`config.mk`:
```
export PLATFORM = sky130hd
export DESIGN_NAME = motor_ctrl
export DESIGN_NICKNAME = d
export VERILOG_FILES = /design/src/rtl/motor_ctrl.sv
export SDC_FILE = /design/constraint.sdc
export NUM_CORES = 1
export LEC_CHECK = 0
export ABC_AREA = 1
export BUFFER_PORTS_ARGS = -buffer_cell sky130_fd_sc_hd__buf_2
export CAP_MARGIN = 20
export CORE_ASPECT_RATIO = 1.75
export CORE_UTILIZATION = 42
export DETAILED_ROUTE_END_ITERATION = 8
export PLACE_DENSITY_LB_ADDON = 0.1
export REMOVE_ABC_BUFFERS = 1
export SLEW_MARGIN = 20
export SYNTH_ARGS = -nofsm -noshare
export SYNTH_HDL_FRONTEND = slang
export SYNTH_SLANG_ARGS = --single-unit
```
`constraint.sdc`:
```
create_clock -name clk -period 2.1 [get_ports clk]
set_input_delay 0.105 -clock clk [delete_from_list [all_inputs] [get_ports clk]]
set_output_delay 0.105 -clock clk [all_outputs]
set_load 0.02 [all_outputs]
```
`src/rtl/motor_ctrl.sv`:
```
// Up/down actuator controller with synchronised, debounced limits, travel timeout and both-limits fault.
// Define MOTOR_CTRL_REVERSE_EN to let activate reverse a travel through a dead-time stop.
module motor_ctrl #(
  parameter int DEBOUNCE = 4,
  parameter int TIMEOUT  = 1000,
  parameter int DEADTIME = 8
) (
  input  logic       clk,
  input  logic       rst,
  input  logic       activate,
  input  logic       up_limit,
  input  logic       dn_limit,
  input  logic       fault_clr,
  output logic       motor_up,
  output logic       motor_dn,
  output logic       busy,
  output logic       fault,
  output logic [1:0] fault_code
);

  localparam int DBW = $clog2(DEBOUNCE + 1);
  localparam int TW  = $clog2(TIMEOUT);
  localparam int DW  = $clog2(DEADTIME + 1);
  localparam logic [DBW-1:0] DB_LAST = DBW'(DEBOUNCE - 1);
  localparam logic [TW-1:0]  T_LAST  = TW'(TIMEOUT - 1);
  localparam logic [DW-1:0]  D_LAST  = DW'(DEADTIME - 1);

  typedef enum logic [2:0] {S_IDLE, S_UP, S_DN, S_STOP, S_FAULT} state_t;

  state_t         r_state, w_next;
  logic [1:0]     r_code, w_code_nxt;
  logic [TW-1:0]  r_timer;
  logic [DW-1:0]  r_dead;
  logic           r_pend_up;

  logic           r_act_s1, r_act_s2, r_act_d, r_warm, r_act_arm;
  logic [1:0]     r_lim_s1, r_lim_s2, r_lim_f;
  logic [DBW-1:0] r_db_cnt [2];
  logic           w_act_pulse, w_up_f, w_dn_f, w_both;

  // r_act_arm blocks a rising edge that is only an artefact of reset while activate is held high
  always_ff @(posedge clk or posedge rst) begin
    if (rst) begin
      r_act_s1  <= 1'b0;
      r_act_s2  <= 1'b0;
      r_act_d   <= 1'b0;
      r_warm    <= 1'b0;
      r_act_arm <= 1'b0;
    end else begin
      r_act_s1  <= activate;
      r_act_s2  <= r_act_s1;
      r_act_d   <= r_act_s2;
      r_warm    <= 1'b1;
      r_act_arm <= r_act_arm | (r_warm & ~r_act_s1);
    end
  end

  assign w_act_pulse = r_act_s2 & ~r_act_d & r_act_arm;

  // index 0 = top limit, index 1 = bottom limit
  always_ff @(posedge clk or posedge rst) begin
    if (rst) begin
      r_lim_s1 <= 2'b00;
      r_lim_s2 <= 2'b00;
      r_lim_f  <= 2'b00;
      for (int i = 0; i < 2; i++) r_db_cnt[i] <= '0;
    end else begin
      r_lim_s1 <= {dn_limit, up_limit};
      r_lim_s2 <= r_lim_s1;
      for (int i = 0; i < 2; i++) begin
        if (r_lim_s2[i] == r_lim_f[i]) begin
          r_db_cnt[i] <= '0;
        end else if (r_db_cnt[i] == DB_LAST) begin
          r_lim_f[i]  <= ~r_lim_f[i];
          r_db_cnt[i] <= '0;
        end else begin
          r_db_cnt[i] <= r_db_cnt[i] + 1'b1;
        end
      end
    end
  end

  assign w_up_f = r_lim_f[0];
  assign w_dn_f = r_lim_f[1];
  assign w_both = w_up_f & w_dn_f;

  always_ff @(posedge clk or posedge rst) begin
    if (rst) begin
      r_state   <= S_IDLE;
      r_code    <= 2'b00;
      r_timer   <= '0;
      r_dead    <= '0;
      r_pend_up <= 1'b0;
    end else begin
      r_state <= w_next;
      r_code  <= w_code_nxt;
      if (w_next != r_state)
        r_timer <= '0;
      else if (r_state == S_UP || r_state == S_DN)
        r_timer <= r_timer + 1'b1;
      if (w_next != r_state)
        r_dead <= '0;
      else if (r_state == S_STOP)
        r_dead <= r_dead + 1'b1;
      if (w_next == S_STOP && r_state != S_STOP)
        r_pend_up <= (r_state == S_DN);
    end
  end

  always_comb begin
    w_next     = r_state;
    w_code_nxt = r_code;
    case (r_state)
      S_IDLE: begin
        if (w_both) begin
          w_next     = S_FAULT;
          w_code_nxt = 2'b10;
        end else if (w_act_pulse) begin
          w_next = w_up_f ? S_DN : S_UP;
        end
      end
      S_UP, S_DN: begin
        if (w_both) begin
          w_next     = S_FAULT;
          w_code_nxt = 2'b10;
        end else if ((r_state == S_UP) ? w_up_f : w_dn_f) begin
          w_next = S_IDLE;
        end else if (r_timer == T_LAST) begin
          w_next     = S_FAULT;
          w_code_nxt = 2'b01;
        end
`ifdef MOTOR_CTRL_REVERSE_EN
        else if (w_act_pulse) begin
          w_next = S_STOP;
        end
`endif
      end
      // only reachable when reversal is compiled in
      S_STOP: begin
        if (w_both) begin
          w_next     = S_FAULT;
          w_code_nxt = 2'b10;
        end else if (r_dead == D_LAST) begin
          w_next = r_pend_up ? S_UP : S_DN;
        end
      end
      S_FAULT: begin
        if (fault_clr && !w_both) begin
          w_next     = S_IDLE;
          w_code_nxt = 2'b00;
        end
      end
      default: w_next = S_IDLE;
    endcase
  end

  always_comb begin
    motor_up   = (r_state == S_UP);
    motor_dn   = (r_state == S_DN);
    busy       = (r_state == S_UP) || (r_state == S_DN) || (r_state == S_STOP);
    fault      = (r_state == S_FAULT);
    fault_code = r_code;
  end

endmodule

```
==> results.py, run 1 <==
metrics = {
    "route": {
        "drtAntennaViolNets": 0,
        "highest_layer": "met4",
        "drtIter0Drc": 15,
        "vias": 1391,
        "wl_met1_um": 1380,
        "wl_per_cell_um": 12.8,
        "met3_length_um": 100,
        "drc": 0,
        "wl_met2_um": 2020,
        "viasPerCell": 4.95,
        "dr.pass1.iters": 4,
        "wl_um": 3590,
    },
    "placement": {
        "place_hpwl_um": 2780,
        "io_buffers": 11,
        "placed_cells": 269,
        "dpl_worst_slack_ps": 281,
        "gp_congestion": 0.929,
    },
    "worst_setup_path": {
        "crit_path_frequent_cell": "nand2_1",
        "critPathMaxStageDelay_ps": 440,
        "cp.required_ps": 2300,
        "path_max_fanout": 14,
        "endpoint_kind": "flop",
        "criticalPathCategory": "flop to flop",
        "slowest_stage": "dfrtp_1",
        "arrival_ps": 2010,
        "crit_start": "r_state[1]",
        "crit_chain": "nor2_2 > nand2_1 > nor2_1 > nand2_1 > nand2_1 > inv_1 > nand3_1 > nand3_2 > nor3_1",
        "start_kind": "flop",
        "rr_startpoint": "r_state[1]",
    },
    "clocking": {
        "postCtsSetupBuffers": 0,
        "clkLatencyLatePin_ps": 290,
        "cts-root-buf": "clkbuf_8",
        "clk_path_buf_depth": 2,
        "cts.reportedPaths.clkPinSlew_ps": 80,
        "cts_tree": "yes",
        "cts_made_buffers": 5,
        "cts.sinks": 37,
        "htree_levels": 2,
    },
    "logic_synthesis": {
        "yosysMostFrequentCell": "nand2_1",
        "synth_cells": 212,
        "yosys-top-cells-count": "nand2_1, dfrtp_1, inv_1",
        "synth_seq_cells": 37,
        "synth_edf_count": 0,
        "yosysWarnings": 0,
        "syn_area_per_cell_um2": 8.84,
        "syn_area_mm2": 0.00187,
        "synth_top_cell_by_area": "dfrtp_1",
        "synth_area_leaders": "dfrtp_1, nand2_1, inv_1, nor3_2, nor2_1",
        "synth_top_area_share_pct": 49.4,
        "async_flop_share_pct": 100,
        "synth_flop_cell": "dfrtp_1",
        "ys_types": 26,
        "ys_seq_area_share_pct": 49.4,
    },
    "global_routing": {
        "antenna_found_initial": 0,
        "grt.total_usage_pct": 17.4,
        "overflow": 0,
        "grt_pass1_vias": 1474,
        "grt_max_degree": 25,
        "grt_pass1_wl_um": 6170,
    },
    "pwr": {
        "power_switching_mw": 1.20,
        "p_leak_nw": 1.05,
        "p_sw_share_pct": 42.2,
        "internal_power_mw": 1.65,
        "peakVddDrop_mv": 0.768,
        "powerDensity_mw_per_mm2": 1330,
        "comb_power_share_pct": 41.0,
        "clkPwrFrac_pct": 25.9,
        "p_seq_share_pct": 33.1,
    },
    "final_layout": {
        "synthToLayoutAreaGrowth_pct": 14.9,
        "fin_cells": 281,
        "layout.nets": 241,
        "drive_gt1_share_pct": 17.7,
        "antennaDiodeCount": 0,
    },
    "sta": {
        "relSlewSlack_pct": 62.7,
        "finClkSkew_ps": 5.36,
        "report.final.slew_viol_count": 0,
        "setup_tns_ps": 0,
        "max_slew.worst_pin.slew_ps": 559,
        "fmax_ghz": 0.552,
        "setup_viol": 0,
        "post-route-period-util_pct": 86.3,
        "post-route-min-period_ps": 1810,
        "fin_ws_ps": 289,
        "rsz0062_at_grt": "no",
        "hold_viol": 0,
    },
    "min_path": {
        "min-delay-start": "fault_clr",
        "min_path_type": "input pin to flop",
    },
    "floorplan": {
        "start_util_pct": 44.7,
        "core_area_mm2": 0.00419,
        "die_area_mm2": 0.00474,
        "die_h_um": 90.3,
        "dieWidth_um": 52.5,
        "num_rows": 31,
        "boundaryPins": 12,
    },
    "flow_run": {
        "maxCapViolations": 0,
    },
    "outcome": {
        "status": "completed",
    },
}
==> sequential cells by signal (all words and copies together) (netlist names) <==
signal,cells
r_act_s2,1
r_db_cnt,6
r_act_s1,1
fault_code,2
r_pend_up,1
r_act_arm,1
r_dead,4
r_warm,1
r_lim_s1,2
r_state,3
r_lim_f,2
r_timer,10
r_lim_s2,2
r_act_d,1
==> worst max-delay path, delay by kind of cell (launching register included) <==
kind	cells	cell delay, ps
simple gates	8	1220
flops	1	440
buf+inv	1	50
==> path summary, 6_finish.rpt <==
kind | to | slack [ps] | cells after the start
max | r_timer[7] | 290 | 9
min | r_state[2] | 200 | 4
max reg2reg | r_timer[7] | 290 | 9
min reg2reg | r_lim_s2[0] | 360 | 0
max in group asynchronous | r_timer[0] | 1170 | 4
min in group asynchronous | r_act_d | 400 | 3
==> what timing repair did <==
item | in CTS | in global routing
resized for setup | 0 | 0
hold endpoints to repair | 16 | 0
hold buffers | 4 | 0
==> cell type report <==
| class | instances | area, um2 |
|---|---|---|
| clock buffer | 5 | 68.8 |
| clock inverter | 3 | 68.8 |
| fill | 392 | 2040 |
| inverter | 33 | 124 |
| multi-input combinational | 137 | 781 |
| sequential | 37 | 926 |
| tap | 49 | 61.3 |
| timing repair buffer | 17 | 123 |
==> cells in the final DEF, fill, tap and decap left out, drive strengths merged, types with 3 or more instances in the layout <==
cell type,n
xnor2,3
buf,13
nor2,22
nor3,17
nand3,17
nand2,43
clkbuf,5
nand4,6
dfrtp,37
a21oi,3
dlygate4sd3,4
ha,4
o21ai,7
xor2,8
inv,34
==> routing by layer <==
metal / global-route usage [%] / vias up
met1: 17.2 / 656
met3: 4.21 / 8
met2: 31.1 / 20
met5: 0 / -
met4: 9.43 / 0
li1: - / 707
==> kinds of logic (layout without fill, tap and decap cells) <==
| logic type | Yosys count | after routing | synth area share (%) |
|---|---|---|---|
| simple gates | 106 | 106 | 28.5 |
| buf+inv | 38 | 58 | 8.88 |
| flops | 37 | 37 | 49.4 |
| compound gates | 12 | 12 | 3.47 |
| xor+xnor | 11 | 11 | 5.14 |
| fa+ha+maj | 4 | 4 | 2.67 |
| mux | 3 | 3 | 1.67 |
| other cells | 1 | 1 | 0.200 |
==> stage by stage <==
step                area, um2  hold slack, ps  util [%]  power (mW)
floorplan                1830             136         -        1.81
global placement         1970             168      47.1        2.10
detailed placement       1970             186      47.1        2.14
CTS                      2150             178      51.4        2.90
global route             2150             238      51.4        3.06
finish                   2150             201      51.4        2.85
==> power groups by stage <==
| stage | Combinational, mW | Sequential (mW) | Clock, mW |
|---|---|---|---|
| 2_1_floorplan | 0.861 | 0.951 | 0 |
| 3_3_place_gp | 1.15 | 0.951 | 0 |
| 3_5_place_dp | 1.18 | 0.961 | 0 |
| 4_1_cts | 1.19 | 0.947 | 0.761 |
| 5_1_grt | 1.31 | 0.967 | 0.788 |
| 6_report | 1.17 | 0.945 | 0.739 |
No activity file was read; power rests on OpenSTA's default activity.
==> run 2: changes to the inputs <==
- CORE_MARGIN: not set -> 4
- CORE_UTILIZATION: 42 -> 59
==> run 2 against run 1 <==
Clock power shrank 2%; first-iteration DRC count increased to 2.6 times the previous value; count of clock-buffer cells in the layout is the same; critical endpoint is now r_dead[3].
==> results.py, run 2 (synthesis gave the netlist of run 1 again) <==
metrics = {
    "worst_setup_path": {
        "endpoint_kind": "flop",
        "worstSetupEndpoint": "r_dead[3]",
        "cp.required_ps": 2290,
        "crit_start": "r_state[0]",
        "r2r-end": "r_dead[3]",
        "criticalPathCategory": "flop to flop",
        "path_max_fanout": 14,
        "rr_startpoint": "r_state[0]",
        "start_kind": "flop",
        "reg2reg_slack_ps": 310,
        "arrival_ps": 1980,
        "ff2ff_path_depth": 9,
    },
    "route": {
        "vias": 1402,
        "drtIter0Drc": 39,
        "wl_um": 3490,
        "wl_per_cell_um": 12.8,
        "viasPerCell": 5.12,
        "drtAntennaViolNets": 0,
        "dr.pass1.iters": 4,
        "drc": 0,
    },
    "placement": {
        "gp_congestion": 0.885,
        "io_buffers": 11,
        "place_hpwl_um": 2540,
    },
    "final_layout": {
        "largest_reg_flops": 10,
        "layout.nets": 241,
        "synthToLayoutAreaGrowth_pct": 13.6,
        "utilization_pct": 71.1,
        "drive_gt1_share_pct": 17.7,
        "final_cell_mix": "nand2_1, dfrtp_1, inv_1",
        "layout_commonest_cell": "nand2_1",
        "antennaDiodeCount": 0,
        "largest-register": "r_timer",
        "largest_registers": "r_timer: 10 flops, r_db_cnt: 6 flops, r_dead: 4 flops",
    },
    "floorplan": {
        "num_rows": 26,
        "die_h_um": 82.5,
        "die_area_mm2": 0.00418,
        "boundaryPins": 12,
        "core_area_mm2": 0.00299,
        "start_util_pct": 62.6,
        "dieWidth_um": 50.6,
    },
    "clocking": {
        "clk_path_buf_depth": 2,
        "cts.reportedPaths.clkPinSlew_ps": 80,
        "htree_levels": 2,
        "cts-root-buf": "clkbuf_8",
        "cts_made_buffers": 5,
        "cts.sinks": 37,
        "clkLatencyLatePin_ps": 290,
        "cts_tree": "yes",
        "cts_resized": 0,
    },
    "global_routing": {
        "grt_pass1_wl_um": 6090,
        "overflow": 0,
        "antenna_found_initial": 0,
        "grt_max_degree": 38,
        "grt.total_usage_pct": 19.4,
        "grt_pass1_vias": 1471,
    },
    "pwr": {
        "powerDensity_mw_per_mm2": 1330,
        "p_leak_nw": 1.04,
        "peakVddDrop_mv": 1.11,
    },
    "sta": {
        "rsz0062_at_grt": "no",
        "finClkSkew_ps": 5.75,
        "fmax_ghz": 0.559,
        "post-route-period-util_pct": 85.2,
        "hold_viol": 0,
        "post-route-min-period_ps": 1790,
        "report.final.slew_viol_count": 0,
        "setup_tns_ps": 0,
        "setup_viol": 0,
    },
    "min_path": {
        "min_path_type": "input pin to flop",
    },
    "outcome": {
        "status": "completed",
    },
    "flow_run": {
        "maxCapViolations": 0,
    },
}
==> run 2: cell types whose count changed in the layout (fill, tap and decap cells not counted), sizes merged <==
cell,change
clkinv,+1
inv,-1
==> run 2: timing repair <==
item | CTS | global route
hold buffers | 4 | 0
buffers inserted | 0 | 0
endpoints found under the hold margin | 40 | 0
==> run 2: per-layer routing <==
layer / share of wire (%) / vias up / GRT usage [%]
met2: 57 / 18 / 36.6
li1: - / 706 / -
met1: 39 / 669 / 19.8
met4: 1.7 / 0 / 8.89
met3: 2.6 / 9 / 4.49
met5: 0 / - / 0
==> run 2: worst min-delay path by stage <==
stage               startpoint           to  slack, ps  cells after the start
global route         fault_clr   r_state[2]        250                      4
finish               fault_clr   r_state[2]        210                      4
global placement      dn_limit  r_lim_s1[1]        210                      1
detailed placement    up_limit  r_lim_s1[0]        210                      1
CTS                  fault_clr   r_state[2]        220                      4
floorplan             activate     r_act_s1        140                      0
==> run 2: power by group <==
part           internal, mW  switching (mW)  total, mW
sequential            0.827           0.117      0.944
clock                 0.472           0.252      0.723
combinational         0.343           0.815       1.16
==> run 2: per-stage QoR <==
stage | instance area [um2] | hold WS [ps] | std cells | setup WS, ps | power, mW
after floorplan | 1830 | 136 | 207 | 414 | 1.81
after global placement | 1950 | 214 | 262 | 384 | 2.06
after detailed placement | 1950 | 214 | 262 | 299 | 2.11
after CTS | 2130 | 221 | 274 | 280 | 2.85
after global routing | 2130 | 246 | 274 | 122 | 3.02
final | 2130 | 211 | 274 | 310 | 2.83
==> run 2: cell type report <==
cell class / count / area, um2
clock buffers: 5 / 68.8
repair buffers: 17 / 110
well taps: 42 / 52.6
fillers: 240 / 866
flip-flops and latches: 37 / 926
clock inverters: 3 / 65.1
multi-input cells: 137 / 781
inverters: 33 / 124
==> run 2: critical path, stage by stage, from the launching register on <==
cell	delay, ps
dfrtp_1	460
nor2_2	180
nand2_1	120
nor2_1	100
nand2_1	90
nand2_1	70
inv_1	50
nand3_1	90
nand3_2	300
nor3_1	240
==> run 3: changes to the inputs <==
- RECOVER_POWER: not set -> 25
==> run 3 against run 2 <==
Clock power about the same; count of clock-buffer cells in the layout unchanged; worst setup slack about the same; via count up 0.71%; wire length up 0.29%; sequential share of layout area up 0.051 points; largest power group unchanged; maximum frequency about the same; clock skew down 0.98 ps; cell area down 0.12%; critical endpoint unchanged; cell count unchanged; flip-flop and latch count unchanged; largest cell class unchanged.
==> results.py, run 3 (synthesis gave the netlist of run 1 again) <==
metrics = {
    "route": {
        "wl_um": 3500,
        "drtAntennaViolNets": 0,
        "drtIter0Drc": 39,
        "dr.pass1.iters": 4,
        "viasPerCell": 5.15,
        "wl_per_cell_um": 12.8,
        "drc": 0,
        "vias": 1412,
    },
    "final_layout": {
        "largest-register": "r_timer",
        "final-seq-area_um2": 926,
        "largest_reg_flops": 10,
        "antennaDiodeCount": 0,
        "synthToLayoutAreaGrowth_pct": 13.4,
        "largest_registers": "r_timer: 10 flops, r_db_cnt: 6 flops, r_dead: 4 flops",
        "fin_cells": 274,
        "fill_cells": 241,
        "final_cell_mix": "nand2_1, dfrtp_1, inv_1",
        "layout_commonest_cell": "nand2_1",
        "layout.nets": 241,
        "multi_input_area_um2": 781,
        "drive_gt1_share_pct": 17.7,
    },
    "worst_setup_path": {
        "criticalPathCategory": "flop to flop",
        "rr_startpoint": "r_state[1]",
        "slowest_stage": "dfrtp_1",
        "r2r-end": "r_dead[3]",
        "path_max_fanout": 14,
        "start_kind": "flop",
        "crit_path_frequent_cell": "nand2_1",
        "arrival_ps": 1990,
        "cp.required_ps": 2300,
        "reg2reg_slack_ps": 310,
        "endpoint_kind": "flop",
        "critPathMaxStageDelay_ps": 440,
        "crit_chain": "nor2_2 > nand2_1 > nor2_1 > nand2_1 > nand2_1 > inv_1 > nand3_1 > nand3_2 > nor3_1",
        "ff2ff_path_depth": 9,
    },
    "floorplan": {
        "die_area_mm2": 0.00418,
        "num_rows": 26,
        "dieWidth_um": 50.6,
        "die_h_um": 82.5,
        "boundaryPins": 12,
        "core_area_mm2": 0.00299,
        "start_util_pct": 62.6,
    },
    "placement": {
        "place_hpwl_um": 2540,
        "io_buffers": 11,
        "placed_cells": 262,
        "gp_congestion": 0.885,
    },
    "sta": {
        "rsz0062_at_grt": "no",
        "fmax_ghz": 0.559,
        "post-route-period-util_pct": 85.3,
        "post-route-min-period_ps": 1790,
        "finClkSkew_ps": 4.77,
        "relSlewSlack_pct": 41.3,
        "setup_viol": 0,
        "max_slew.worst_pin.slew_ps": 881,
        "setup_tns_ps": 0,
        "report.final.slew_viol_count": 0,
        "hold_viol": 0,
    },
    "min_path": {
        "min_path_type": "input pin to flop",
        "whs_endpoint": "r_state[2]",
        "min-delay-start": "fault_clr",
        "holdPathStages": 4,
    },
    "clocking": {
        "cts.reportedPaths.clkPinSlew_ps": 70,
        "postCtsSetupBuffers": 0,
        "cts_tree": "yes",
        "cts_made_buffers": 5,
        "htree_levels": 2,
        "cts-root-buf": "clkbuf_8",
        "clkLatencyLatePin_ps": 290,
        "clk_path_buf_depth": 2,
        "cts.sinks": 37,
    },
    "flow_run": {
        "maxCapViolations": 0,
    },
    "global_routing": {
        "grt_pass1_wl_um": 6090,
        "overflow": 0,
        "grt_pass1_vias": 1471,
        "antenna_found_initial": 0,
        "grt_max_degree": 38,
        "grt.total_usage_pct": 19.4,
    },
    "pwr": {
        "powerDensity_mw_per_mm2": 1330,
        "fin_total_pwr_mw": 2.83,
        "p_leak_nw": 1.04,
        "peakVddDrop_mv": 1.11,
    },
    "outcome": {
        "status": "completed",
    },
}
## run 3: changes by cell type in the layout (fill, tap and decap cells not counted), sizes merged
cell,delta
buf,-1
clkbuf,+1
## run 3: routing by layer
| layer | global-route usage, % | wire [um] | up-vias |
|---|---|---|---|
| met3 | 4.49 | 98 | 11 |
| met2 | 36.6 | 1970 | 22 |
| li1 | - | - | 706 |
| met4 | 8.89 | 66 | 0 |
| met5 | 0 | 0 | - |
| met1 | 19.8 | 1370 | 673 |
## run 3: power breakdown
| group | switching [mW] | internal [mW] |
|---|---|---|
| registers | 0.116 | 0.827 |
| clock network | 0.254 | 0.472 |
| logic | 0.814 | 0.343 |
## run 3: per-stage QoR
step | hold WS [ps] | area [um2] | util, % | setup WS [ps]
finish | 211 | 2120 | 71.0 | 310
global route | 246 | 2120 | 71.0 | 122
CTS | 221 | 2130 | 71.1 | 280
global placement | 214 | 1950 | 65.3 | 384
floorplan | 136 | 1830 | - | 414
detailed placement | 214 | 1950 | 65.3 | 299
## run 3: cell type report
cell class / instances / area share (%)
Tap cell: 42 / 2.47
Multi-Input combinational cell: 137 / 36.7
Timing Repair Buffer: 17 / 5.06
Clock buffer: 5 / 3.24
Sequential cell: 37 / 43.6
Inverter: 33 / 5.83
Clock inverter: 3 / 3.06
## run 3: worst max-delay path: cells and delay by family, from the launching register on
kind                   cells  cell delay (ps)
and+or+nand+nor            8             1200
DFF                        1              440
buffers and inverters      1               50
## run 3: worst max-delay path by stage
stage / start / to / slack, ps / cells past startpoint
after detailed placement: r_state[1] / r_dead[3] / 300 / 9
after global placement: r_state[1] / r_dead[3] / 380 / 9
after floorplan: r_state[2] / r_dead[3] / 410 / 7
after CTS: r_state[0] / r_dead[3] / 280 / 9
after global routing: r_state[1] / r_timer[8] / 120 / 9
final: r_state[1] / r_dead[3] / 310 / 9
## run 3: timing repair
action                                  CTS  global route
endpoints found under the setup margin    0             0
resized for setup                         0             0
hold buffers                              4             0
hold endpoints to repair                 40             0
